## src/rtl/loader_pkg.sv

```systemverilog
// loader_pkg: shared state encoding and frame constants for the program loader.
// Revision: 1.0
`default_nettype none

package loader_pkg;

  localparam int INSTR_WIDTH_DEFAULT = 9;

  // Bits of the high frame byte that must be zero; only bit 0 carries instr[8].
  localparam logic [7:0] HI_PAD_MASK = 8'hFE;

  typedef enum logic [2:0] {
    IDLE = 3'd0,
    LO   = 3'd1,
    HI   = 3'd2,
    WR   = 3'd3,
    CHK  = 3'd4,
    DONE = 3'd5
  } state_e;

endpackage

`default_nettype wire

```

## src/rtl/prog_loader_if.sv

```systemverilog
// prog_loader_if: byte-stream input handshake and instruction-memory write port.
// Revision: 1.0
`default_nettype none

interface prog_loader_if #(
  parameter int AW          = 8,
  parameter int INSTR_WIDTH = 9
);

  logic [7:0]             in_data;
  logic                   in_valid;
  logic                   in_ready;
  logic                   wr_en;
  logic [AW-1:0]          wr_addr;
  logic [INSTR_WIDTH-1:0] wr_data;

  modport master (
    input  in_data, in_valid,
    output in_ready, wr_en, wr_addr, wr_data
  );

  modport slave (
    output in_data, in_valid,
    input  in_ready, wr_en, wr_addr, wr_data
  );

endinterface

`default_nettype wire

```

## src/rtl/prog_loader.sv

```systemverilog
// prog_loader: assembles 9-bit instructions from byte pairs and writes them to
// instruction memory from address 0. Optional trailer checksum: LOADER_CHECKSUM_EN.
// Revision: 1.0
`default_nettype none

module prog_loader
  import loader_pkg::*;
#(
  parameter  int ROM_SIZE    = 256,
  parameter  int INSTR_WIDTH = INSTR_WIDTH_DEFAULT,
  localparam int AW          = $clog2(ROM_SIZE)
) (
  input  logic          clk,
  input  logic          reset,
  input  logic          start,
  input  logic [AW:0]   len,
  prog_loader_if.master bus,
  output logic          cpu_hold,
  output logic          busy,
  output logic          done,
  output logic          err
);

  localparam logic [AW:0] ROM_SIZE_W = (AW+1)'(ROM_SIZE);

  state_e                 state_q, state_d;
  logic [AW-1:0]          wr_addr_q, wr_addr_d;
  logic [AW:0]            len_q, len_d;
  logic [7:0]             lo_q, lo_d;
  logic [INSTR_WIDTH-1:0] wr_data_q, wr_data_d;
  logic                   err_q, err_d;
`ifdef LOADER_CHECKSUM_EN
  logic [7:0]             xor_q, xor_d;
`endif

  logic        w_accept;
  logic [AW:0] w_len_sat;
  logic [AW:0] w_next_addr;
  state_e      w_after_words;

  assign bus.in_ready = (state_q == LO) || (state_q == HI) || (state_q == CHK);
  assign bus.wr_en    = (state_q == WR);
  assign bus.wr_addr  = wr_addr_q;
  assign bus.wr_data  = wr_data_q;
  assign busy         = (state_q != IDLE);
  assign cpu_hold     = (state_q != IDLE);
  assign done         = (state_q == DONE);
  assign err          = err_q;

  assign w_accept    = bus.in_valid && bus.in_ready;
  assign w_len_sat   = (len > ROM_SIZE_W) ? ROM_SIZE_W : len;
  assign w_next_addr = {1'b0, wr_addr_q} + {{AW{1'b0}}, 1'b1};
`ifdef LOADER_CHECKSUM_EN
  assign w_after_words = CHK;
`else
  assign w_after_words = DONE;
`endif

  always_comb begin
    state_d   = state_q;
    wr_addr_d = wr_addr_q;
    len_d     = len_q;
    lo_d      = lo_q;
    wr_data_d = wr_data_q;
    err_d     = err_q;
`ifdef LOADER_CHECKSUM_EN
    xor_d     = xor_q;
`endif
    case (state_q)
      IDLE: begin
        if (start) begin
          len_d     = w_len_sat;
          wr_addr_d = '0;
          err_d     = 1'b0;
`ifdef LOADER_CHECKSUM_EN
          xor_d     = 8'h00;
`endif
          state_d   = (w_len_sat == '0) ? w_after_words : LO;
        end
      end
      LO: begin
        if (w_accept) begin
          lo_d    = bus.in_data;
`ifdef LOADER_CHECKSUM_EN
          xor_d   = xor_q ^ bus.in_data;
`endif
          state_d = HI;
        end
      end
      HI: begin
        if (w_accept) begin
          wr_data_d = {bus.in_data[0], lo_q};
          if ((bus.in_data & HI_PAD_MASK) != 8'h00) err_d = 1'b1;
`ifdef LOADER_CHECKSUM_EN
          xor_d     = xor_q ^ bus.in_data;
`endif
          state_d   = WR;
        end
      end
      WR: begin
        // The address advances past the last word unless that would wrap.
        if (w_next_addr < len_q) begin
          wr_addr_d = w_next_addr[AW-1:0];
          state_d   = LO;
        end else begin
          if (w_next_addr < ROM_SIZE_W) wr_addr_d = w_next_addr[AW-1:0];
          state_d = w_after_words;
        end
      end
      CHK: begin
        if (w_accept) begin
`ifdef LOADER_CHECKSUM_EN
          if (bus.in_data != xor_q) err_d = 1'b1;
`endif
          state_d = DONE;
        end
      end
      DONE:    state_d = IDLE;
      default: state_d = IDLE;
    endcase
  end

  always_ff @(posedge clk) begin
    if (reset) begin
      state_q   <= IDLE;
      wr_addr_q <= '0;
      len_q     <= '0;
      lo_q      <= '0;
      wr_data_q <= '0;
      err_q     <= 1'b0;
`ifdef LOADER_CHECKSUM_EN
      xor_q     <= '0;
`endif
    end else begin
      state_q   <= state_d;
      wr_addr_q <= wr_addr_d;
      len_q     <= len_d;
      lo_q      <= lo_d;
      wr_data_q <= wr_data_d;
      err_q     <= err_d;
`ifdef LOADER_CHECKSUM_EN
      xor_q     <= xor_d;
`endif
    end
  end

endmodule

`default_nettype wire

```

## src/flat_wrapper.sv

```systemverilog
// flat-port wrapper written by rule: the top's interface ports become plain ports
module prog_loader_flat import loader_pkg::*;
#(
  parameter  int ROM_SIZE    = 256,
  parameter  int INSTR_WIDTH = INSTR_WIDTH_DEFAULT,
  localparam int AW          = $clog2(ROM_SIZE)
)
  (clk, reset, start, len, cpu_hold, busy, done, err, bus_in_data, bus_in_valid, bus_in_ready, bus_wr_en, bus_wr_addr, bus_wr_data);
  prog_loader_if #(.AW((8)), .INSTR_WIDTH(INSTR_WIDTH)) bus_i ();
  input  logic clk;
  input  logic reset;
  input  logic start;
  input  logic [AW:0] len;
  output logic cpu_hold;
  output logic busy;
  output logic done;
  output logic err;
  input wire logic [$bits(bus_i.in_data)-1:0] bus_in_data;
  input wire logic [$bits(bus_i.in_valid)-1:0] bus_in_valid;
  output wire logic [$bits(bus_i.in_ready)-1:0] bus_in_ready;
  output wire logic [$bits(bus_i.wr_en)-1:0] bus_wr_en;
  output wire logic [$bits(bus_i.wr_addr)-1:0] bus_wr_addr;
  output wire logic [$bits(bus_i.wr_data)-1:0] bus_wr_data;
  assign bus_i.in_data = bus_in_data;
  assign bus_i.in_valid = bus_in_valid;
  assign bus_in_ready = bus_i.in_ready;
  assign bus_wr_en = bus_i.wr_en;
  assign bus_wr_addr = bus_i.wr_addr;
  assign bus_wr_data = bus_i.wr_data;
  prog_loader #(.ROM_SIZE(ROM_SIZE), .INSTR_WIDTH(INSTR_WIDTH)) u_core (.clk(clk), .reset(reset), .start(start), .len(len), .bus(bus_i), .cpu_hold(cpu_hold), .busy(busy), .done(done), .err(err));
endmodule
```

## config.mk

```make
export PLATFORM = sky130hd
export DESIGN_NAME = prog_loader_flat
export DESIGN_NICKNAME = d
export VERILOG_FILES = /design/src/rtl/loader_pkg.sv /design/src/rtl/prog_loader_if.sv /design/src/rtl/prog_loader.sv /design/src/flat_wrapper.sv
export SDC_FILE = /design/constraint.sdc
export NUM_CORES = 1
export LEC_CHECK = 0
export ABC_AREA = 0
export CAP_MARGIN = 40
export CORE_MARGIN = 4
export CORE_UTILIZATION = 30
export DETAILED_ROUTE_END_ITERATION = 10
export HOLD_SLACK_MARGIN = 0.03
export SLEW_MARGIN = 20
export SYNTH_ARGS = -nofsm -noshare
export SYNTH_HDL_FRONTEND = slang
export SYNTH_SLANG_ARGS = --single-unit
```

## constraint.sdc

```tcl
create_clock -name clk -period 4.2 [get_ports clk]
set_input_delay 0.63 -clock clk [delete_from_list [all_inputs] [get_ports clk]]
set_output_delay 0.63 -clock clk [all_outputs]
set_load 0.005 [all_outputs]
```

==> metrics.md, run 1 <==
| Metric | Value |
|---|---|
| WHS | 454 ps |
| Share of layout cells above drive strength 1 | 0.0813 |
| PwrDens | roughly 330 mW/mm^2 |
| Design internal power | 0.663 mW |
| Global-route wire length before repair | ~8200 microns |
| Rel. slew slack | 0.598 |
| Post-synthesis register bit count | 38 |
| Final wirelength | 4920 microns |
| Sequential area share after synthesis | 0.376 |
| Rows | 29 |
| Core area | ~0.0065 sq mm |
| HP Class | reg2reg |
| Post-synth top area cell | dfxtp_1 |
| Diodes inserted | 0 |
| Register-to-register setup slack | between 1000 and 1500 ps |
| Total gr overflow | 0 |
| Clk pin slew, worst setup/hold paths | approximately 80 ps |
| Synth cell types | 53 |
| Final instance area | about 0.0026 sq mm |
| Area delta synth->final | 30.9% |
| Logic pwr share | 0.131 |
| Mean Syn Cell Area | between 8 and 9 sq um |
| Tot Pwr | around 0.87 mW |
| Asr flop ratio synth | 0 |
| Detail Placement HPWL | about 3600 microns |
| Synthesized area | 0.00202 sq mm |
| Tmin final | about 2800 ps |
| Fmax | about 350 MHz |
| Fin Setup TNS | 0 ps |
| Cell with the most instances after synthesis | nand2_1 |
| Total Routing Usage GR | 0.122 |
| CP Max Fanout | 6 |
| DRC | 0 |
| Final worst-path cycle share | 0.678 |
| Clock share of power | 0.431 |
| Placed cell count | 352 |
| Ranking of synthesized cells by area | dfxtp_1 (38%), nand2_1 (7.2%), a21oi_1 (6.7%), ha_1 (5.6%), mux2i_1 (4.0%) |
| TritonCTS clock tree | yes |
| PortBufs | 43 |
| CTS buffer count | 5 |
| Leakage | approximately 0.94 nW |
| Pin count of the biggest net entering global routing | 29 |
| Maximum VDD drop | ~0.18 mV |
| # resized after CTS | 0 |
| Gpl congestion | 0.860 |
| Worst path max stage delay | ~440 ps |
| CP Capture Type | register |
| DIE HEIGHT | roughly 90 microns |
| Fillcell total | 683 |
| Gate count of the mapped netlist | about 240 |
| Postcts setup bufs | 0 |
| Final nets | between 300 and 400 |
| Root Buffer | clkbuf_8 |
| Sw frac | 0.235 |
| Post-DP Area | between 0.002 and 0.003 sq mm |
| Share of the synthesized area in the top cell type | 0.376 |
| Number of hold violations in the final report | 0 |
| Cell Count, Final, Fillers Out | between 300 and 400 |
| Transition time of the tightest slew-check pin | 600 ps |
| Clock Tree Buf Depth | 2 |
| Pins Over Slew Limit | 0 |
| Share of power burned in registers | 0.438 |
| Skew-Pair Late Insertion Delay | roughly 290 ps |
| DIE WIDTH | around 90 microns |
| Antenna viol nets, final | 0 |
| Post-synth EDFFs | 0 |
| Critical Path RT | about 4400 ps |
| WL/cell | between 10 and 15 microns |
| Net Sw Power | between 0.2 and 0.25 mW |
| Pre-antenna DRT Iters | 4 |
| Synth Warn # | 0 |
| Hold path cells | 2 |
| Net Count, Synth | 273 |
| 1st-iter DRT viols | between 70 and 80 |
| Max Cap Viol | 0 |
| Worst Path Arrival | between 3000 and 4000 ps |
| Crit-path cells | ha_1, nand3_2, or2_1, xnor2_1, ha_1, nand4_1, or2_1, o211ai_2, a21oi_2, mux2_4 |
| Crit path launch type | register |
| IO Pins | 44 |
| Die area | between 0.008 and 0.009 sq mm |
| Sink Count | 38 |
| Fin Clk Skew | ~5.7 ps |
| Initial antenna violation count | 0 |
| Initial Utilization | 0.313 |
| H-tree depth | 2 |
| Slowest cell on crit path | dfxtp_1 |
| Reg2Reg Depth | 10 |
| Final setup fails | 0 |
| Unrepaired setup endpoints after global routing | false |
| CP Class | reg2reg |
| Routed via count | between 1,500 and 2,000 |
| Outcome | complete, no violations |
| Post-synth top cells | nand2_1 (39), dfxtp_1 (38), a21oi_1 (27) |
| Vias per inst | 5.09 |
| Cts hold-fix bufs | 0 |
| Main synth FF type | dfxtp_1 |
| Vias in the first global route | about 1,700 |
==> path summary, 6_finish.rpt <==
path | startpoint | to
worst max-delay path | u_core.bus.wr_addr[0]$_SDFFE_PP0P_ | u_core.bus.wr_addr[0]$_SDFFE_PP0P_
worst min-delay path | u_core.len_q[7]$_SDFFE_PP0P_ | u_core.len_q[7]$_SDFFE_PP0P_
worst max register to register | u_core.bus.wr_addr[0]$_SDFFE_PP0P_ | u_core.bus.wr_addr[0]$_SDFFE_PP0P_
worst min register to register | u_core.len_q[7]$_SDFFE_PP0P_ | u_core.len_q[7]$_SDFFE_PP0P_
==> cell families (layout without fill, tap and decap cells) <==
family | Yosys count | after routing | share of synthesized area
mux | 10 | 10 | 0.0526
fa+ha+maj | 9 | 9 | 0.0557
xor+xnor | 7 | 7 | 0.0303
compound gates | 58 | 58 | 0.194
flops | 38 | 38 | 0.376
simple gates | 94 | 94 | 0.236
buf+inv | 27 | 67 | 0.0557
==> stage by stage <==
step	util	setup WS, ps
after floorplan	-	1600
after global placement	0.389	1500
after CTS	0.410	1380
after detailed placement	0.389	1410
after global routing	0.410	1180
final	0.410	1350
==> sequential cells by signal (all words and copies together), names as in the netlist <==
register            count
u_core.bus.wr_data      9
u_core.lo_q             8
u_core.bus.wr_addr      8
u_core.state_q          3
u_core.len_q            9
u_core.err              1
==> layout by cell type, fill, tap and decap left out, drive strengths merged, types with 3 or more instances in the layout <==
cell,netlist,final
clkdlybuf4s50,0,43
o21ai,5,5
dfxtp,38,38
nand3,3,3
xnor2,5,5
nand2,39,39
nor3,7,7
mux2i,8,8
clkbuf,9,5
o41ai,3,3
inv,13,13
ha,9,9
o31ai,3,3
a21oi,28,28
or2,5,5
nor2,18,18
a211oi,3,3
nand3b,9,9
==> area by class of cell <==
| class | instances | area (sq um) | area share |
|---|---|---|---|
| clock inverters | 3 | 68.8 | 0.0260 |
| multi-input cells | 178 | 1150 | 0.434 |
| repair buffers | 45 | 445 | 0.168 |
| inverters | 14 | 57.6 | 0.0217 |
| flip-flops and latches | 38 | 761 | 0.287 |
| clock buffers | 5 | 68.8 | 0.0260 |
| well taps | 77 | 96.3 | 0.0364 |
==> critical path, delay by kind of cell, from the launching register on <==
kind,cells,cell delay [ps]
compound gates,2,420
xor+xnor,1,150
flops,1,440
mux,1,300
simple gates,4,840
fa+ha+maj,2,580
==> power groups by stage <==
stage          Sequential [mW]  Combinational, mW  Clock, mW
3_3_place_gp             0.388              0.113          0
3_5_place_dp             0.388              0.114          0
4_1_cts                  0.380              0.115      0.385
5_1_grt                  0.382              0.126      0.403
6_report                 0.380              0.113      0.374
2_1_floorplan            0.383             0.0710          0
==> routing by layer <==
| layer | wire length, microns | track usage | vias up |
|---|---|---|---|
| li1 | - | - | 930 |
| met1 | 2240 | 0.152 | 843 |
| met2 | 2280 | 0.191 | 57 |
| met3 | 365 | 0.0551 | 4 |
| met4 | 31 | 0.0293 | 0 |
| met5 | 0 | 0 | - |
(Power assumes the default switching activity.)
==> inputs of run 2 (changes only) <==
==> constraint.sdc (replaced) <==
create_clock -name clk -period 2.5 [get_ports clk]
set_input_delay 0.375 -clock clk [delete_from_list [all_inputs] [get_ports clk]]
set_output_delay 0.375 -clock clk [all_outputs]
set_load 0.005 [all_outputs]
==> run 2 against run 1 <==
Final cell count is 2.8% higher. Critical path depth is 1 lower. Combinational power is 88% higher. Largest cell class unchanged. First-iteration DRC count is 39% higher. Worst setup slack worse by 1300 ps. Core utilization is 2.2 points higher. Wire length is 8.3% higher. Via count is 3.5% higher. Global-route usage is 0.89 points higher. Sequential power is 68% higher.
==> metrics.md, run 2 (synthesis results as in run 1) <==
| Metric | Value |
|---|---|
| CP Max Fanout | 4 (-2) |
| Initial Utilization | 0.313 (unchanged) |
| Skew-Pair Late Insertion Delay | 290 ps (about the same) |
| Core area | 0.00646 sq mm (unchanged) |
| Hold Crit Start | u_core.len_q[5]$_SDFFE_PP0P_ |
| Commonest non-fill, non-tap cell in the layout | clkdlybuf4s50_1 |
| Rows | 29 (unchanged) |
| Final worst-path cycle share | 0.986 (+0.308) |
| WL/cell | 14.4 microns (+5.4%) |
| Pre-antenna DRT Iters | 4 (unchanged) |
| Placed cell count | 361 (+2.6%) |
| DIE HEIGHT | 90.1 microns (unchanged) |
| Register-to-register setup slack | 40 ps (-1320 ps) |
| Clock Tree Buf Depth | 2 (unchanged) |
| HP Class | reg2reg |
| Buf/Inv on CP | 0 (unchanged) |
| Levels on crit path | 9 (-1) |
| Gpl congestion | 0.832 (-3.3%) |
| Antenna viol nets, final | 0 (unchanged) |
| Cell Count, Final, Fillers Out | 370 (+2.8%) |
| Post-DP Area | 0.00258 sq mm (+2.9%) |
| Reg2Reg Depth | 9 (-1) |
| Share of layout cells above drive strength 1 | 0.167 (+0.0860) |
| Reg-to-Reg End | u_core.bus.wr_addr[2]$_SDFFE_PP0P_ |
| Top delay family on crit path | simple AND/OR/NAND/NOR gates |
| Total gr overflow | 0 (unchanged) |
| CP Class | reg2reg |
| Global-route wire length before repair | 8920 microns (+9.3%) |
| Cts hold-fix bufs | 0 (unchanged) |
| 1st-iter DRT viols | 100 (+39%) |
| Final instance area | 0.00279 sq mm (+5.3%) |
| Initial antenna violation count | 0 (unchanged) |
| Final Core Density | 0.432 (+0.0219) |
| Most frequent cells in the layout | clkdlybuf4s50_1 (43), nand2_1 (39), dfxtp_1 (32), a21oi_1 (25), nor2_1 (17) |
| Unrepaired setup endpoints after global routing | true |
| Fin Clk Skew | 3.84 ps (-1.83 ps) |
| Fmax | 406 MHz (+15%) |
| PortBufs | 43 (unchanged) |
| Vias in the first global route | 1,852 (+6.1%) |
| Critical Path RT | 2660 ps (-1730 ps) |
| Final nets | 323 (+3.5%) |
| PwrDens | 498 mW/mm^2 (+52%) |
| Crit path to | u_core.bus.wr_addr[2]$_SDFFE_PP0P_ |
| H-tree depth | 2 (unchanged) |
| Maximum VDD drop | 0.293 mV (+64%) |
| DRC | 0 (unchanged) |
| Routed via count | 1,898 (+3.5%) |
| Slowest cell on crit path | dfxtp_2 |
| Outcome | complete, no violations |
| Clk pin slew, worst setup/hold paths | 80 ps (about the same) |
| Number of hold violations in the final report | 0 (unchanged) |
| Sink Count | 38 (unchanged) |
| Crit-path cells | nand3_1, or2_4, xnor2_1, ha_1, nand4_1, or2_1, o211a_4, o211ai_1, o32ai_1 |
| Rel. slew slack | 0.602 (+0.00409) |
| TritonCTS clock tree | yes |
| Reg2reg start | u_core.bus.wr_addr[2]$_SDFFE_PP0P_ |
| Pins Over Slew Limit | 0 (unchanged) |
| CP Capture Type | register |
| Worst Path Arrival | 2630 ps (-400 ps) |
| WHS | 455 ps (+0.0180 ps) |
| Crit path launch type | register |
| Final wirelength | 5320 microns (+8.3%) |
| Root Buffer | clkbuf_8 |
| DP Worst Slack | 12.6 ps (-1390 ps) |
| Critical path launch point | u_core.bus.wr_addr[2]$_SDFFE_PP0P_ |
| Transition time of the tightest slew-check pin | 594 ps (-6.09 ps) |
| Final Worst Setup Slack | 35.5 ps (-1320 ps) |
| Detail Placement HPWL | 3850 microns (+5.7%) |
| Die area | 0.00812 sq mm (unchanged) |
| Vias per inst | 5.13 (+0.69%) |
| Leakage | 1.01 nW (+7.2%) |
| Max Cap Viol | 0 (unchanged) |
| Total Routing Usage GR | 0.131 (+0.00888) |
| IO Pins | 44 (unchanged) |
| Area delta synth->final | 37.8% |
| Final setup fails | 0 (unchanged) |
| Diodes inserted | 0 (unchanged) |
| Tmin final | 2460 ps (-382 ps) |
| Worst path max stage delay | 370 ps (-70 ps) |
| CTS buffer count | 5 (unchanged) |
| DIE WIDTH | 90.1 microns (unchanged) |
| Fillcell total | 663 (-2.9%) |
| Pin count of the biggest net entering global routing | 29 (unchanged) |
-- run 2: what timing repair did --
| item | 4_1_cts | 5_1_grt |
|---|---|---|
| setup buffers | 0 | 2 |
| endpoints found under the setup margin | 1 | 8 |
| gates resized for setup | 1 | 17 |
| hold endpoints to repair | 0 | 0 |
| pin swaps | 0 | 8 |
| cloned | 0 | 0 |
-- run 2: worst reg2reg max path: stages, from the launching register on --
cell and delay (ps):
dfxtp_2 370, nand3_1 170, or2_4 310, xnor2_1 140, ha_1 290, nand4_1 110, or2_1 260, o211a_4 250
o211ai_1 300, o32ai_1 140
-- run 2: cell type report --
cell class | instances | area, sq um | area share
Tap cell | 77 | 96.3 | 0.0345
Clock buffer | 6 | 82.6 | 0.0296
Timing Repair Buffer | 56 | 528 | 0.189
Sequential cell | 38 | 773 | 0.277
Multi-Input combinational cell | 178 | 1220 | 0.438
Inverter | 14 | 57.6 | 0.0206
Clock inverter | 1 | 30.0 | 0.0108
-- run 2: how the worst min path moves through the flow --
stage / to / slack [ps] / cells after the start
after global placement: u_core.len_q[3]$_SDFFE_PP0P_ / 440 / 2
final: u_core.len_q[5]$_SDFFE_PP0P_ / 450 / 2
after global routing: u_core.len_q[7]$_SDFFE_PP0P_ / 480 / 2
after CTS: u_core.bus.wr_data[7]$_SDFFE_PP0P_ / 450 / 2
after detailed placement: u_core.bus.wr_data[7]$_SDFFE_PP0P_ / 440 / 2
after floorplan: u_core.bus.wr_data[0]$_SDFFE_PP0P_ / 430 / 2
-- run 2: where the power goes --
part	total, mW	leakage, nW	internal [mW]	switching, mW
Sequential	0.637	0.311	0.620	0.0171
Combinational	0.213	0.638	0.108	0.105
Clock	0.539	0.0573	0.319	0.220
Total	1.39	1.01	1.05	0.342
-- run 2: metrics by stage --
step	power (mW)	setup TNS (ps)
4_1_cts	1.39	0
6_report	1.39	0
3_5_place_dp	0.854	0
3_3_place_gp	0.853	0
5_1_grt	1.46	-491
2_1_floorplan	0.763	0
-- run 2: layer usage --
layer / wire length, microns / part of all wire / up-vias / track usage
met5: 0 / 0 / - / 0
met2: 2450 / 0.46 / 61 / 0.213
met4: 31 / 0.0058 / 0 / 0.0281
met1: 2450 / 0.46 / 877 / 0.168
li1: - / - / 955 / -
met3: 389 / 0.073 / 5 / 0.0426
